### config.mk
export PLATFORM = sky130hd
export DESIGN_NAME = alu_exec_seq_flat
export DESIGN_NICKNAME = d
export VERILOG_FILES = /design/src/rtl/alu_exec_seq_if.sv /design/src/rtl/alu_exec_seq.sv /design/src/flat_wrapper.sv
export SDC_FILE = /design/constraint.sdc
export NUM_CORES = 1
export LEC_CHECK = 0
export ABC_AREA = 1
export BUFFER_PORTS_ARGS = -buffer_cell sky130_fd_sc_hd__buf_4
export CORE_MARGIN = 8
export CORE_UTILIZATION = 30
export DETAILED_ROUTE_END_ITERATION = 16
export GPL_TIMING_DRIVEN = 1
export HOLD_SLACK_MARGIN = 0.1
export PLACE_DENSITY_LB_ADDON = 0.15
export SYNTH_ARGS = -nofsm -noshare
export SYNTH_HDL_FRONTEND = slang
export SYNTH_SLANG_ARGS = --single-unit
### constraint.sdc
create_clock -name clk -period 2.2 [get_ports clk]
set_clock_uncertainty 0.05 [all_clocks]
set_input_delay 0.33 -clock clk [delete_from_list [all_inputs] [get_ports clk]]
set_output_delay 0.33 -clock clk [all_outputs]
set_load 0.01 [all_outputs]
### src/rtl/alu_exec_seq_if.sv
// Decoder/ALU-side bus of the execute sequencer: instruction handshake in, operand selects and strobes out.
// master = decoder + ALU environment, slave = sequencer.
interface alu_exec_seq_if;
  logic        in_valid;
  logic        in_ready;
  logic [4:0]  in_op;
  logic [3:0]  in_tgt1;
  logic [3:0]  in_tgt2;
  logic [7:0]  db_in;
  logic        ij_in;
  logic [3:0]  tgt1;
  logic [3:0]  tgt2;
  logic [17:0] alu_op;
  logic        ealu;
  logic        reg_we;
  logic [3:0]  reg_wsel;
  logic        r1_we;
  logic        flags_we;
  logic        pc_load;
  logic        done;
  logic        fault;

  modport master (
    output in_valid, in_op, in_tgt1, in_tgt2, db_in, ij_in,
    input  in_ready, tgt1, tgt2, alu_op, ealu, reg_we, reg_wsel,
           r1_we, flags_we, pc_load, done, fault
  );

  modport slave (
    input  in_valid, in_op, in_tgt1, in_tgt2, db_in, ij_in,
    output in_ready, tgt1, tgt2, alu_op, ealu, reg_we, reg_wsel,
           r1_we, flags_we, pc_load, done, fault
  );
endinterface

### src/rtl/alu_exec_seq.sv
// Multi-cycle execute sequencer for the 8-bit ALU: IDLE -> SETUP -> EXEC(N) -> WB, or SETUP -> FLT.
// Operand selects are held from SETUP through WB/FLT; strobes are decoded from the state register.
module alu_exec_seq #(
  parameter int unsigned EXEC_CYCLES   = 1,
  parameter int unsigned MULDIV_CYCLES = 2
) (
  input  logic          clk,
  input  logic          rst,
  alu_exec_seq_if.slave bus
);

  localparam logic [2:0] S_IDLE  = 3'd0;
  localparam logic [2:0] S_SETUP = 3'd1;
  localparam logic [2:0] S_EXEC  = 3'd2;
  localparam logic [2:0] S_WB    = 3'd3;
  localparam logic [2:0] S_FLT   = 3'd4;

  logic [2:0] r_state;
  logic [4:0] r_op;
  logic [3:0] r_tgt1;
  logic [3:0] r_tgt2;
  logic [7:0] r_cnt;

  logic w_is_jump;
  logic w_is_bin;
  logic w_is_muldiv;
  logic w_bad;
  logic w_active;
  logic w_wb;

  assign w_is_jump   = (r_op >= 5'd14) && (r_op <= 5'd17);
  assign w_is_muldiv = (r_op == 5'd4) || (r_op == 5'd5);

  always_comb begin
    w_is_bin = 1'b0;
    case (r_op)
      5'd0, 5'd1, 5'd2, 5'd3, 5'd4, 5'd5, 5'd8, 5'd9, 5'd12, 5'd13: w_is_bin = 1'b1;
      default:                                                       w_is_bin = 1'b0;
    endcase
  end

  // Divide-by-zero is judged on the operand the ALU sees while SETUP drives tgt2.
  assign w_bad = (r_op > 5'd17)
              || (!w_is_jump && !$onehot(r_tgt1))
              || (w_is_bin && !$onehot(r_tgt2))
              || ((r_op == 5'd5) && (bus.db_in == 8'd0));

  always_ff @(posedge clk) begin
    if (rst) begin
      r_state <= S_IDLE;
      r_op    <= '0;
      r_tgt1  <= '0;
      r_tgt2  <= '0;
      r_cnt   <= '0;
    end else begin
      case (r_state)
        S_IDLE: begin
          if (bus.in_valid) begin
            r_op    <= bus.in_op;
            r_tgt1  <= bus.in_tgt1;
            r_tgt2  <= bus.in_tgt2;
            r_state <= S_SETUP;
          end
        end
        S_SETUP: begin
          if (w_bad) begin
            r_state <= S_FLT;
          end else begin
            r_cnt   <= w_is_muldiv ? 8'(MULDIV_CYCLES) : 8'(EXEC_CYCLES);
            r_state <= S_EXEC;
          end
        end
        S_EXEC: begin
          if (r_cnt <= 8'd1) begin
            r_state <= S_WB;
          end else begin
            r_cnt <= r_cnt - 8'd1;
          end
        end
        S_WB, S_FLT: begin
          r_op    <= '0;
          r_tgt1  <= '0;
          r_tgt2  <= '0;
          r_cnt   <= '0;
          r_state <= S_IDLE;
        end
        default: r_state <= S_IDLE;
      endcase
    end
  end

  assign w_active = (r_state == S_EXEC) || (r_state == S_WB);
  assign w_wb     = (r_state == S_WB);

  assign bus.in_ready = (r_state == S_IDLE);
  assign bus.tgt1     = r_tgt1;
  assign bus.tgt2     = r_tgt2;
  assign bus.alu_op   = w_active ? (18'd1 << r_op) : '0;
  assign bus.ealu     = w_active;
  assign bus.reg_we   = w_wb && !w_is_jump;
  assign bus.reg_wsel = (w_wb && !w_is_jump) ? r_tgt1 : '0;
  assign bus.r1_we    = w_wb && w_is_muldiv;
  assign bus.flags_we = w_wb && !w_is_jump;
  assign bus.pc_load  = w_wb && w_is_jump && bus.ij_in;
  assign bus.done     = w_wb || (r_state == S_FLT);
  assign bus.fault    = (r_state == S_FLT);

endmodule

### src/flat_wrapper.sv
// flat-port wrapper written by rule: the top's interface ports become plain ports
module alu_exec_seq_flat 
#(
  parameter int unsigned EXEC_CYCLES   = 1,
  parameter int unsigned MULDIV_CYCLES = 2
)
  (clk, rst, bus_in_valid, bus_in_op, bus_in_tgt1, bus_in_tgt2, bus_db_in, bus_ij_in, bus_in_ready, bus_tgt1, bus_tgt2, bus_alu_op, bus_ealu, bus_reg_we, bus_reg_wsel, bus_r1_we, bus_flags_we, bus_pc_load, bus_done, bus_fault);
  alu_exec_seq_if bus_i ();
  input  logic clk;
  input  logic rst;
  input wire logic [$bits(bus_i.in_valid)-1:0] bus_in_valid;
  input wire logic [$bits(bus_i.in_op)-1:0] bus_in_op;
  input wire logic [$bits(bus_i.in_tgt1)-1:0] bus_in_tgt1;
  input wire logic [$bits(bus_i.in_tgt2)-1:0] bus_in_tgt2;
  input wire logic [$bits(bus_i.db_in)-1:0] bus_db_in;
  input wire logic [$bits(bus_i.ij_in)-1:0] bus_ij_in;
  output wire logic [$bits(bus_i.in_ready)-1:0] bus_in_ready;
  output wire logic [$bits(bus_i.tgt1)-1:0] bus_tgt1;
  output wire logic [$bits(bus_i.tgt2)-1:0] bus_tgt2;
  output wire logic [$bits(bus_i.alu_op)-1:0] bus_alu_op;
  output wire logic [$bits(bus_i.ealu)-1:0] bus_ealu;
  output wire logic [$bits(bus_i.reg_we)-1:0] bus_reg_we;
  output wire logic [$bits(bus_i.reg_wsel)-1:0] bus_reg_wsel;
  output wire logic [$bits(bus_i.r1_we)-1:0] bus_r1_we;
  output wire logic [$bits(bus_i.flags_we)-1:0] bus_flags_we;
  output wire logic [$bits(bus_i.pc_load)-1:0] bus_pc_load;
  output wire logic [$bits(bus_i.done)-1:0] bus_done;
  output wire logic [$bits(bus_i.fault)-1:0] bus_fault;
  assign bus_i.in_valid = bus_in_valid;
  assign bus_i.in_op = bus_in_op;
  assign bus_i.in_tgt1 = bus_in_tgt1;
  assign bus_i.in_tgt2 = bus_in_tgt2;
  assign bus_i.db_in = bus_db_in;
  assign bus_i.ij_in = bus_ij_in;
  assign bus_in_ready = bus_i.in_ready;
  assign bus_tgt1 = bus_i.tgt1;
  assign bus_tgt2 = bus_i.tgt2;
  assign bus_alu_op = bus_i.alu_op;
  assign bus_ealu = bus_i.ealu;
  assign bus_reg_we = bus_i.reg_we;
  assign bus_reg_wsel = bus_i.reg_wsel;
  assign bus_r1_we = bus_i.r1_we;
  assign bus_flags_we = bus_i.flags_we;
  assign bus_pc_load = bus_i.pc_load;
  assign bus_done = bus_i.done;
  assign bus_fault = bus_i.fault;
  alu_exec_seq #(.EXEC_CYCLES(EXEC_CYCLES), .MULDIV_CYCLES(MULDIV_CYCLES)) u_core (.clk(clk), .rst(rst), .bus(bus_i));
endmodule
Word-level counts from Yosys, hierarchy flattened
Memories as Yosys holds them, arrays and structs flattened. A register that Yosys moved wholly into a read port is not among the register bits.
Cells that the tools add are included.
- $lt $le $gt $ge: 4
- equality and inequality tests: 12
- shift-type cells: 1
- muxes and demuxes: 19
- reductions and logical operators: 25
- add/sub/neg operators: 7
- operators by type and width (cell ; number):
    $pmux W8 S3 ; 1
    $mux W4 ; 5
    $mux W18 ; 1
    $shl A1 B5 Y18 const A ; 1
    $mux W8 ; 2
    $pmux W4 S2 ; 2
    $eq A5 B3 Y1 const B ; 2
    $pmux W5 S2 ; 1
    $eq A3 B1 Y1 const B ; 3
    $mux W3 ; 3
    $pmux W3 S3 ; 1
    $add A1 B1 Y2 ; 4
    $le A8 B1 Y1 const B ; 1
    $logic_and A1 B1 Y1 ; 8
    $logic_not A8 Y1 ; 1
    $sub A8 B1 Y8 const B ; 1
    $add A3 B3 Y3 ; 2
    $eq A3 B2 Y1 const B ; 2
    $logic_or A1 B1 Y1 ; 6
    $ne A2 B2 Y1 const B ; 3
    $ge A5 B4 Y1 const B ; 1
    $gt A5 B5 Y1 const B ; 1
    $le A5 B5 Y1 const B ; 1
    $mux W5 ; 1
    11 further kinds ; 14
- memories: 1
- input port bits: 25
- memory bits (read-only): 16
- word-level logic and storage cells: 74
- output and inout bits: 38
- flip-flop bits (word level): 24
- memory list (memory ; words ; bits a word ; read ports ; clocked after memory_dff ; write ports ; line ; text):
    (no name shown) ; 16 ; 1 ; 1 ; 1 ; 0 ; alu_exec_seq.sv:36 ; case (r_op)

Depth between registers and ports, before layout
- depth after elaboration: 10
- mapped depth: 14
- mapped depth without buffers: 14

Worst setup path after synthesis
OpenSTA, ideal clock, no wires.
- path type: flip-flop to flip-flop
- start: register u_core.r_tgt2[2] (netlist: u_core.bus.tgt2[2])
- end: register u_core.r_cnt[1]
- data required time: 2.035 ns
- buffers on the path: 1
- path slack: 0.034 ns
- cell stages (with the launch flop): 14
- period minus slack after synthesis: 2.166 ns
- library setup time: 0.115 ns
- arrival: 2.001 ns
- cell sequence: dfxtp_1 > ha_1 > ha_1 > fa_1 > inv_1 > nand3_1 > nand2_1 > nand2_1 > clkinv_1 > nand3_2 > nand2_2 > buf_6 > a21oi_1 > nor2_1
- word-level cells in the longest chain between the ends: 9
- RTL lines (what ; line ; text):
    from (decl) ; alu_exec_seq.sv:21 ; logic [3:0] r_tgt2;
    from (signal assigned) ; alu_exec_seq.sv:61 ; r_tgt2 <= bus.in_tgt2;
    $add A1 B1 Y2 (not written as such) ; alu_exec_seq.sv:45 ; || (w_is_bin && !$onehot(r_tgt2))
    $add A3 B3 Y3 (not written as such) ; alu_exec_seq.sv:45 ;
    $eq A3 B1 Y1 ; alu_exec_seq.sv:45 ;
    $logic_not A1 Y1 ; alu_exec_seq.sv:45 ;
    $logic_and A1 B1 Y1 ; alu_exec_seq.sv:45 ;
    $logic_or A1 B1 Y1 ; alu_exec_seq.sv:45 ;
    $logic_or A1 B1 Y1 ; alu_exec_seq.sv:46 ; || ((r_op == 5'd5) && (bus.db_in == 8'd0));
    $ne A2 B2 Y1 (no source line) ; n/a ;
    $reduce_and A3 Y1 (no source line) ; n/a ;
    to (signal assigned) ; alu_exec_seq.sv:69 ; r_cnt <= w_is_muldiv ? 8'(MULDIV_CYCLES) : 8'(EXEC_CYCLES);
    to (signal assigned) ; alu_exec_seq.sv:77 ; r_cnt <= r_cnt - 8'd1;
    to (decl) ; alu_exec_seq.sv:22 ; logic [7:0] r_cnt;
No other way between the ends.
A chain may end at the register's enable or synchronous reset.

Final worst setup path
- start: register u_core.r_tgt1[0] (netlist: u_core.bus.tgt1[0])
- end: register u_core.r_cnt[5]
- word-level cells in the longest chain between the ends: 10
- RTL lines (what ; line ; text):
    from (decl) ; alu_exec_seq.sv:20 ; logic [3:0] r_tgt1;
    from (signal assigned) ; alu_exec_seq.sv:60 ; r_tgt1 <= bus.in_tgt1;
    $add A1 B1 Y2 (not written as such) ; alu_exec_seq.sv:44 ; || (!w_is_jump && !$onehot(r_tgt1))
    $add A3 B3 Y3 (not written as such) ; alu_exec_seq.sv:44 ;
    $eq A3 B1 Y1 ; alu_exec_seq.sv:44 ;
    $logic_not A1 Y1 ; alu_exec_seq.sv:44 ;
    $logic_and A1 B1 Y1 ; alu_exec_seq.sv:44 ;
    $logic_or A1 B1 Y1 ; alu_exec_seq.sv:44 ;
    $logic_or A1 B1 Y1 ; alu_exec_seq.sv:45 ;
    $logic_or A1 B1 Y1 ; alu_exec_seq.sv:46 ;
    $ne A2 B2 Y1 (no source line) ; n/a ;
    $reduce_and A3 Y1 (no source line) ; n/a ;
No other way between the ends.

==> impl_results.md <==
- Worst Setup End Kind: flop
- Initial Utilization: 31.24%
- Distinct cells, synth: 32
- Fin util: 44.20%
- Post-synthesis simple-gate area fraction: 41.36%
- Vias in the first global route: 1878
- Global Route Usage Sum: roughly an eighth
- Routed vias: between 1500 and 2000
- Crit path max fanout: 7
- CP delay by family, top: adder cells
- Met1 Track Usage GR: 15.36%
- CTS tree: done
- VDD IR-drop max: between 0.7 and 0.8 mV
- Syn. warnings: 0
- Final setup vio count: 0
- Fillers: 659
- WP data required: approximately 2.4 ns
- Crit path cell chain: ha_1 > ha_1 > fa_1 > nand3b_1 > nand2_1 > nand3_4 > nand2_8 > buf_6 > nand3_2 > nand2_1 > nor2_1
- Initial antenna violation count: 0
- Number of detailed-route iterations in the first pass: 4
- GR Layer Usage met2: 19.58%
- Final hold vios: 0
- Fmax: 460.5 MHz
- Synth Net Count: 315
- Clock Pin Slew Worst Setup and Hold Paths: 0.10 ns
- Layout area overhead: 41.49%
- Busiest grt layer: met2
- Clock tree sinks: 25
- Placed cells: about 420
- Post-layout min period: 2.172 ns
- First-pass GRT wire length: a little under 9 mm
- GP Congestion: 0.7422
- I/O pin cnt: 63
- Setup crit start kind: flop
- Post-DR wirelength/cell: ~13 um
- Largest net degree at the start of global routing: 18
- Setup repair after global routing missed its margin: true
- Mux cell area share after synthesis: 0%
- PnR worst setup slack: 0.02839 ns
- Max H-tree Level: 1
- Mapped Area: ~0.0019 mm2
- P_leak: 0.001274 uW
- XOR/XNOR Fraction of Synth Area: 0%
- Slew Limit Fails: 0
- CP bufs+invs: 1
- Num rows: 28
- Main combinational cell family by area after synthesis: simple AND/OR/NAND/NOR gates
- HP Class: primary input to flop
- CTS Buf Count: 3
- Die X: 94.75 um
- Status: finished clean
- Max-Slew Margin vs Limit: between 30% and 40%
- GRT met3 Usage: 3.175%
- Final worst-path cycle share: 98.71%
- Vias per inst: 4.468
- Slowest-stage cell, CP: fa_1
- Synthesized instance count: 280
- Number of synthesized register bits: 25
- Seq/Total Area, Yosys: 26.90%
- Final TNS setup: 0 ns
- Crit path kind: flop to flop
- Compound-gate portion of the synthesized area: 10.63%
- DIE AREA: 0.008978 mm2
- N_diodes: 0
- Clk buf depth: 2
- Buffers on Ports: 62
- Slowest stage delay, CP: ~0.47 ns
- Post-DRT Antenna Nets: 0
- Gr ovfl total: 0
- Avg Inst Size Synth: 6.645 um2
- Final nets: roughly 390
- Pwr/cell area: 1547 mW/mm2
- Core area: 0.005956 mm2
- Post-DP HPWL: 4.148 mm
- CTS root buffer: clkbuf_8
- Post-Layout Cell Count: approximately 430
- Cts hold-fix bufs: 0
- Max cap viols: 0
- Worst Max-Slew Pin Slew: between 0.9 and 1 ns
- Die height: about 95 um
- Worst EP arrival: 2.35 ns
- Worst slack at placement: -0.1092 ns
- Total routed wirelength: approximately 5.4 mm
- Iteration-0 DRC Markers: 54
- Residual DRC: 0
- Area share of fa/ha/maj cells after synthesis: around 7.5%
- Clock latency on the worst-skew pair: 0.28 ns
- Share of layout cells above drive strength 1: around two fifths
[what timing repair did]
action / 4_1_cts / 5_1_grt
resized for setup: 10 / 17
endpoints found under the setup margin: 10 / 18
endpoints found under the hold margin: 0 / 0
pin swaps: 1 / 4
buffers inserted: 2 / 2
cloned: 1 / 0
[cells in the final DEF (no fill, tap or decap), drive strengths merged, types with 3 or more instances in the layout]
cell    count
nand3      33
nor2       50
nand2      60
a21oi      20
ha          8
clkbuf      3
buf        78
inv        46
dfxtp      25
o21ai       8
nor3        8
[kinds of logic after synthesis]
group | count (synthesis)
buffers and inverters | 58
flip-flops | 25
AND/OR/NAND/NOR | 157
AO/OA/AOI/OAI | 30
adder cells (fa/ha/maj) | 10
[worst register-to-register path, cell delays in order, from the launching register on]
cell,delay (ns)
dfxtp_1,0.32
ha_1,0.29
ha_1,0.21
fa_1,0.47
nand3b_1,0.09
nand2_1,0.10
nand3_4,0.15
nand2_8,0.09
buf_6,0.16
nand3_2,0.04
nand2_1,0.06
nor2_1,0.10
[layout make-up]
cell class | count | area, um2 | area share [%]
clock buffer | 3 | 41.29 | 1.568
clock inverter | 1 | 5.005 | 0.1901
inverter | 47 | 182.7 | 6.939
multi-input combinational | 198 | 1207 | 45.87
sequential | 25 | 509.2 | 19.34
tap | 75 | 93.84 | 3.565
timing repair buffer | 78 | 593.1 | 22.53
[cells in the mapped netlist]
cell type,count,share of area [%]
o21ai_0,4,1.1
buf_1,1,0.20
nor4_1,2,0.67
a21oi_2,11,5.2
nand3_1,16,4.3
nand3b_1,2,0.81
nor2_2,6,2.0
clkbuf_1,1,0.20
or2_0,1,0.34
nor3b_1,1,0.40
a31oi_1,1,0.34
dfxtp_1,25,27
nand2_1,56,11
nor3_1,8,2.2
clkinv_2,1,0.27
or2_2,1,0.34
nand3_2,17,9.1
buf_2,4,1.1
nand2_2,3,1.0
buf_6,2,1.2
inv_1,39,7.9
inv_2,5,1.0
buf_4,3,1.2
o21ai_1,3,0.81
nor2_1,44,8.9
fa_1,2,2.2
inv_4,1,0.34
clkinv_1,1,0.20
o22ai_1,1,0.34
a21oi_1,9,2.4
ha_1,8,5.4
o21ai_2,1,0.47
[state kept, by name, summed over array words and instances, names as in the netlist, named ones only]
name,flops
u_core.r_cnt,8
u_core.r_op,5
u_core.bus.tgt1,4
u_core.bus.tgt2,4
u_core.r_state,3
[through the flow]
stage          total power (uW)  hold WS (ns)  area (um2)
2_1_floorplan              2663        0.4016        1861
3_3_place_gp               3300        0.4145        2437
3_5_place_dp               3317        0.4236        2437
4_1_cts                    3851        0.2538        2546
5_1_grt                    4476        0.2485        2633
6_report                   4071        0.2452        2633
[routing by layer]
metal  vias to the layer above  part of all wire, %
li1                       1029                    -
met1                       830                   49
met2                        44                   44
met3                         5                  6.1
met4                         0                 0.80
met5                         -                    0
[final timing paths]
check | from | to | slack [ns] | cells after the start
max | u_core.bus.tgt1[0]$_SDFFE_PP0N_ | u_core.r_cnt[5]$_SDFFE_PP0P_ | 0.03 | 11
min reg2reg | u_core.r_cnt[6]$_SDFFE_PP0P_ | u_core.r_cnt[6]$_SDFFE_PP0P_ | 0.44 | 2
max reg2reg | u_core.bus.tgt1[0]$_SDFFE_PP0N_ | u_core.r_cnt[5]$_SDFFE_PP0P_ | 0.03 | 11
min | bus_in_tgt2[3] | u_core.bus.tgt2[3]$_SDFFE_PP0N_ | 0.25 | 3
[power breakdown]
part / internal, uW / switching (uW)
clock: 127 / 159
combinational: 1210 / 1690
sequential: 653 / 224
Power figures use the tool's default switching activity.
